## src/rtl/lfsr_pkg.sv

```systemverilog
// Shared definitions for the 8-bit LFSR generator and checker, so both ends
// always use the same polynomial.
package lfsr_pkg;

    localparam int LFSR_W = 8;
    localparam logic [LFSR_W-1:0] TAP_MASK = 8'hB8;

    typedef enum logic [1:0] {
        ACQUIRE = 2'd0,
        VERIFY  = 2'd1,
        LOCKED  = 2'd2
    } chk_state_t;

    // Feedback is the XOR of the tapped bits, shifted in at the LSB.
    function automatic logic [LFSR_W-1:0] lfsr_next(input logic [LFSR_W-1:0] q);
        return {q[LFSR_W-2:0], ^(q & TAP_MASK)};
    endfunction

endpackage

```

## src/rtl/lfsr_period_meter.sv

```systemverilog
// Measures the LFSR sequence length while locked: counts samples since the
// reference word and latches the count when the reference word comes back.
module lfsr_period_meter
    import lfsr_pkg::*;
(
    input  logic              clk,
    input  logic              reset,
    input  logic              clear,
    input  logic              start,
    input  logic              sample,
    input  logic              matched,
    input  logic [LFSR_W-1:0] data,
    output logic [8:0]        period,
    output logic              period_valid
);

    logic [LFSR_W-1:0] ref_reg;
    logic [8:0]        per_cnt_reg;
    logic [8:0]        per_cnt_inc;
    logic [8:0]        period_reg;
    logic              period_valid_reg;

    assign per_cnt_inc = (per_cnt_reg == 9'h1FF) ? per_cnt_reg : per_cnt_reg + 9'd1;

    always_ff @(posedge clk or negedge reset) begin
        if (!reset) begin
            ref_reg          <= '0;
            per_cnt_reg      <= '0;
            period_reg       <= '0;
            period_valid_reg <= 1'b0;
        end else begin
            if (start) begin
                ref_reg     <= data;
                per_cnt_reg <= '0;
            end else if (sample) begin
                per_cnt_reg <= per_cnt_inc;
                if (matched && (data == ref_reg) && !period_valid_reg && !clear) begin
                    period_reg       <= per_cnt_inc;
                    period_valid_reg <= 1'b1;
                end
            end
            // Losing lock invalidates the measurement but keeps the last value.
            if (clear)
                period_valid_reg <= 1'b0;
        end
    end

    assign period       = period_reg;
    assign period_valid = period_valid_reg;

endmodule

```

## config.mk

```make
export PLATFORM = sky130hd
export DESIGN_NAME = lfsr_period_meter
export DESIGN_NICKNAME = d
export VERILOG_FILES = /design/src/rtl/lfsr_pkg.sv /design/src/rtl/lfsr_period_meter.sv
export SDC_FILE = /design/constraint.sdc
export NUM_CORES = 1
export LEC_CHECK = 0
export BUFFER_PORTS_ARGS = -buffer_cell sky130_fd_sc_hd__buf_2
export CAP_MARGIN = 40
export CORE_UTILIZATION = 50
export CTS_CLUSTER_DIAMETER = 100
export DETAILED_ROUTE_END_ITERATION = 16
export GPL_ROUTABILITY_DRIVEN = 0
export PLACE_DENSITY = 0.79
export SLEW_MARGIN = 0
export SYNTH_ARGS = -nofsm -noshare
export SYNTH_HDL_FRONTEND = slang
export SYNTH_SLANG_ARGS = --single-unit
export TNS_END_PERCENT = 30
```

## constraint.sdc

```tcl
create_clock -name clk -period 2.45 [get_ports clk]
set_clock_uncertainty 0.05 [all_clocks]
set_input_delay 0.49 -clock clk [delete_from_list [all_inputs] [get_ports clk]]
set_output_delay 0.49 -clock clk [all_outputs]
set_load 0.005 [all_outputs]
```

==> metrics.md <==
| Metric | Value |
|---|---|
| Status | completed |
| Drt pass-1 iters | 4 |
| Share of final-layout standard cells stronger than drive strength 1 | 34.44% |
| Top cells by count, synth | 27 x dfrtp_1, 14 x mux2_2, 12 x xor2_1, 11 x nor2_1, 9 x a21oi_1 |
| Worst hold path class | primary input to asynchronous set/reset pin |
| Clk Latency, worst-skew pair | 0.33 ns |
| Die Span X | 55.39 microns |
| Leakage power | 0.7655 nW |
| Post-detailed-routing wire length | 2722 microns |
| Largest voltage drop on the vdd net | 547.3 uV |
| Ratio of routed vias to standard cells | 5.906 |
| Unrepaired setup endpoints after global routing | no |
| Average footprint of a synthesized cell | 10.88 sq um |
| Cells traversed along the worst timing path | xor2_1 -> nor4_1 -> and3_1 -> mux2_2 |
| Num CTS Buffers | 3 |
| ANT nets after route | 0 |
| WP data arrival | 2.22 ns |
| First-pass GRT wire length | 4685 microns |
| Number of vias after detailed routing | 1069 |
| Clock Path Buffers | 2 |
| # setup viols final | 0 |
| Number of synthesized register bits | 27 |
| Initial core utilization | 55.02% |
| Number of nets at the end of the flow | 167 |
| FF-to-FF setup slack | 0.41 ns |
| Average wire per cell in the routed design | 15.04 microns |
| Transition at the pin with the smallest max-transition slack | 0.5907 ns |
| Resized cells post-CTS | 0 |
| Clock tree root buffer cell | clkbuf_4 |
| Critical path endpoint category | flip-flop |
| Yosys warns | 0 |
| Die Footprint | 0.003068 sq mm |
| Design Power | 0.0007558 W |
| Inserted Diodes | 0 |
| Antenna violations before repair | 0 |
| Fin crit period | 2.043 ns |
| Cell types occupying the most area after synthesis | dfrtp_1 47%, mux2_2 11%, xor2_1 7.4% |
| Cell count of the worst reg-to-reg path | 4 |
| Number of synthesized flops with an enable pin | 0 |
| Core region area | 0.002590 sq mm |
| Slowest stage cell on the critical path | and3_1 |
| Sort of element at the start of the critical path | flip-flop |
| Count of placed standard cells including taps | 177 |
| Pin count of the biggest net entering global routing | 28 |
| Post-Synthesis Cells | 131 |
| Sequential element share of the synthesized area | 47.41% |
| Total grt overflow | 0 |
| Most heavily used metal layer in global routing | met2 |
| Number of hold violations in the final report | 0 |
| Met1 capacity usage during global routing | 23.58% |
| Area share of the leading cell type in the synthesized netlist | 47.41% |
| Maximum fanout encountered on the critical timing path | 9 |
| Post-Synthesis Net Count | 146 |
| # hold bufs at CTS | 0 |
| Count of different cell masters after synthesis | 34 |
| Met3 usage in global routing | 2.576% |
| Worst endpoint required time | 2.63 ns |
| GR met2 Demand/Resource | 34.60% |
| Final core occ | 60.77% |
| Critical path type | flip-flop to flip-flop |
| Final Slew Violations | 0 |
| Area Growth Syn to Fin | 10.45% |
| Global-route usage over all layers | 19.23% |
| Number of cell rows | 18 |
| Vias in the first global route | 1061 |
| Half-perimeter wire length after placement | 2003 microns |
| Slowest stage delay, CP | 0.48 ns |
| Power per cell area | 480.1 mW/mm^2 |
| Count of buffers added by post-CTS timing repair for setup | 0 |
| Clock transition time at the flip-flop clock pins of the worst setup and hold paths | 0.15 ns |
| Share of synthesized registers carrying an async set or reset | 100.0% |
| Final instance count without filler cells | 181 |
| Number of violations of the max-capacitance limit | 0 |
| Most repeated cell in the gate-level netlist after synthesis | dfrtp_1 |
| Max H-tree Level | 1 |
| Synthesized area | 0.001425 sq mm |
| IO Count | 24 |
| Port Buffer Count | 23 |
| Maximum clock frequency | 0.4896 GHz |
| Largest area contributor in the netlist | dfrtp_1 |
| CTS tree | yes |
| Worst rel slew slack | 60.62% |
| Clock net sink count | 27 |
| Initial drt markers | 24 |
| DRC | 0 |
| Part of the cycle the worst path needs | 83.37% |
| Final total negative setup slack | 0 ns |
| Die boundary height | 55.39 microns |
| Dominant synthesized flop cell | dfrtp_1 |
[worst max-delay path: cells and delay by family (launching register included)]
family / cells / cell delay [ns]
multiplexers: 1 / 0.39
flip-flops: 1 / 0.41
XOR/XNOR: 1 / 0.16
AND/OR/NAND/NOR: 2 / 0.93
[where the power goes]
group | internal, W | switching, W | total, W
logic | 0.0000407 | 0.0000410 | 0.0000817
clock network | 0.0000625 | 0.000134 | 0.000196
registers | 0.000464 | 0.0000141 | 0.000478
[cell families after synthesis]
group,count (synthesis),synth area share [%]
XOR/XNOR,14,8.604
buffers and inverters,9,3.160
AO/OA/AOI/OAI,25,10.27
flip-flops,27,47.41
multiplexers,17,13.87
adder cells (fa/ha/maj),1,0.8778
AND/OR/NAND/NOR,38,15.80
[cells in the final DEF, fill, tap and decap left out, drive strengths merged, types with 2 or more instances in the layout]
| cell type | count |
|---|---|
| a21oi | 9 |
| dfrtp | 27 |
| or2 | 2 |
| nor4 | 2 |
| and2 | 3 |
| mux2 | 16 |
| nor2 | 11 |
| o211ai | 3 |
| nand3 | 5 |
| clkbuf | 3 |
| nand2 | 4 |
| buf | 24 |
| nand4 | 2 |
| a31oi | 6 |
| xnor2 | 2 |
| and3 | 4 |
| o21ai | 5 |
| xor2 | 12 |
| or3 | 2 |
[path summary, 6_finish.rpt]
check | start | to
setup / recovery | ref_reg[3]$_DFFE_PN0P_ | period[4]$_DFFE_PN0P_
hold / removal | reset | per_cnt_reg[8]$_DFFE_PN0P_
setup reg to reg | ref_reg[3]$_DFFE_PN0P_ | period[4]$_DFFE_PN0P_
hold reg to reg | period[0]$_DFFE_PN0P_ | period[0]$_DFFE_PN0P_
max in group asynchronous | reset | ref_reg[2]$_DFFE_PN0P_
min in group clk | data[7] | ref_reg[7]$_DFFE_PN0P_
[per-stage QoR]
step	area [sq um]	hold slack [ns]	setup slack [ns]
5_1_grt	1574	0.1261	0.2102
4_1_cts	1574	0.1145	0.3710
3_3_place_gp	1544	0.4414	0.2468
2_1_floorplan	1425	0.1444	0.6035
3_5_place_dp	1544	0.4450	0.1817
6_report	1574	0.09019	0.4074
[per-layer routing]
| metal | vias to the layer above | wire length, microns |
|---|---|---|
| met5 | - | 0 |
| met4 | 0 | 37 |
| met3 | 5 | 133 |
| met2 | 33 | 1388 |
| met1 | 521 | 1162 |
| li1 | 510 | - |
[cell type report]
cell class,count,area [sq um]
clock inverters,1,7.507
clock buffers,3,22.52
multi-input cells,95,704.4
repair buffers,24,122.6
inverters,1,3.754
flip-flops and latches,27,675.6
fillers,227,1016
well taps,30,37.54
(Power assumes the default switching activity.)
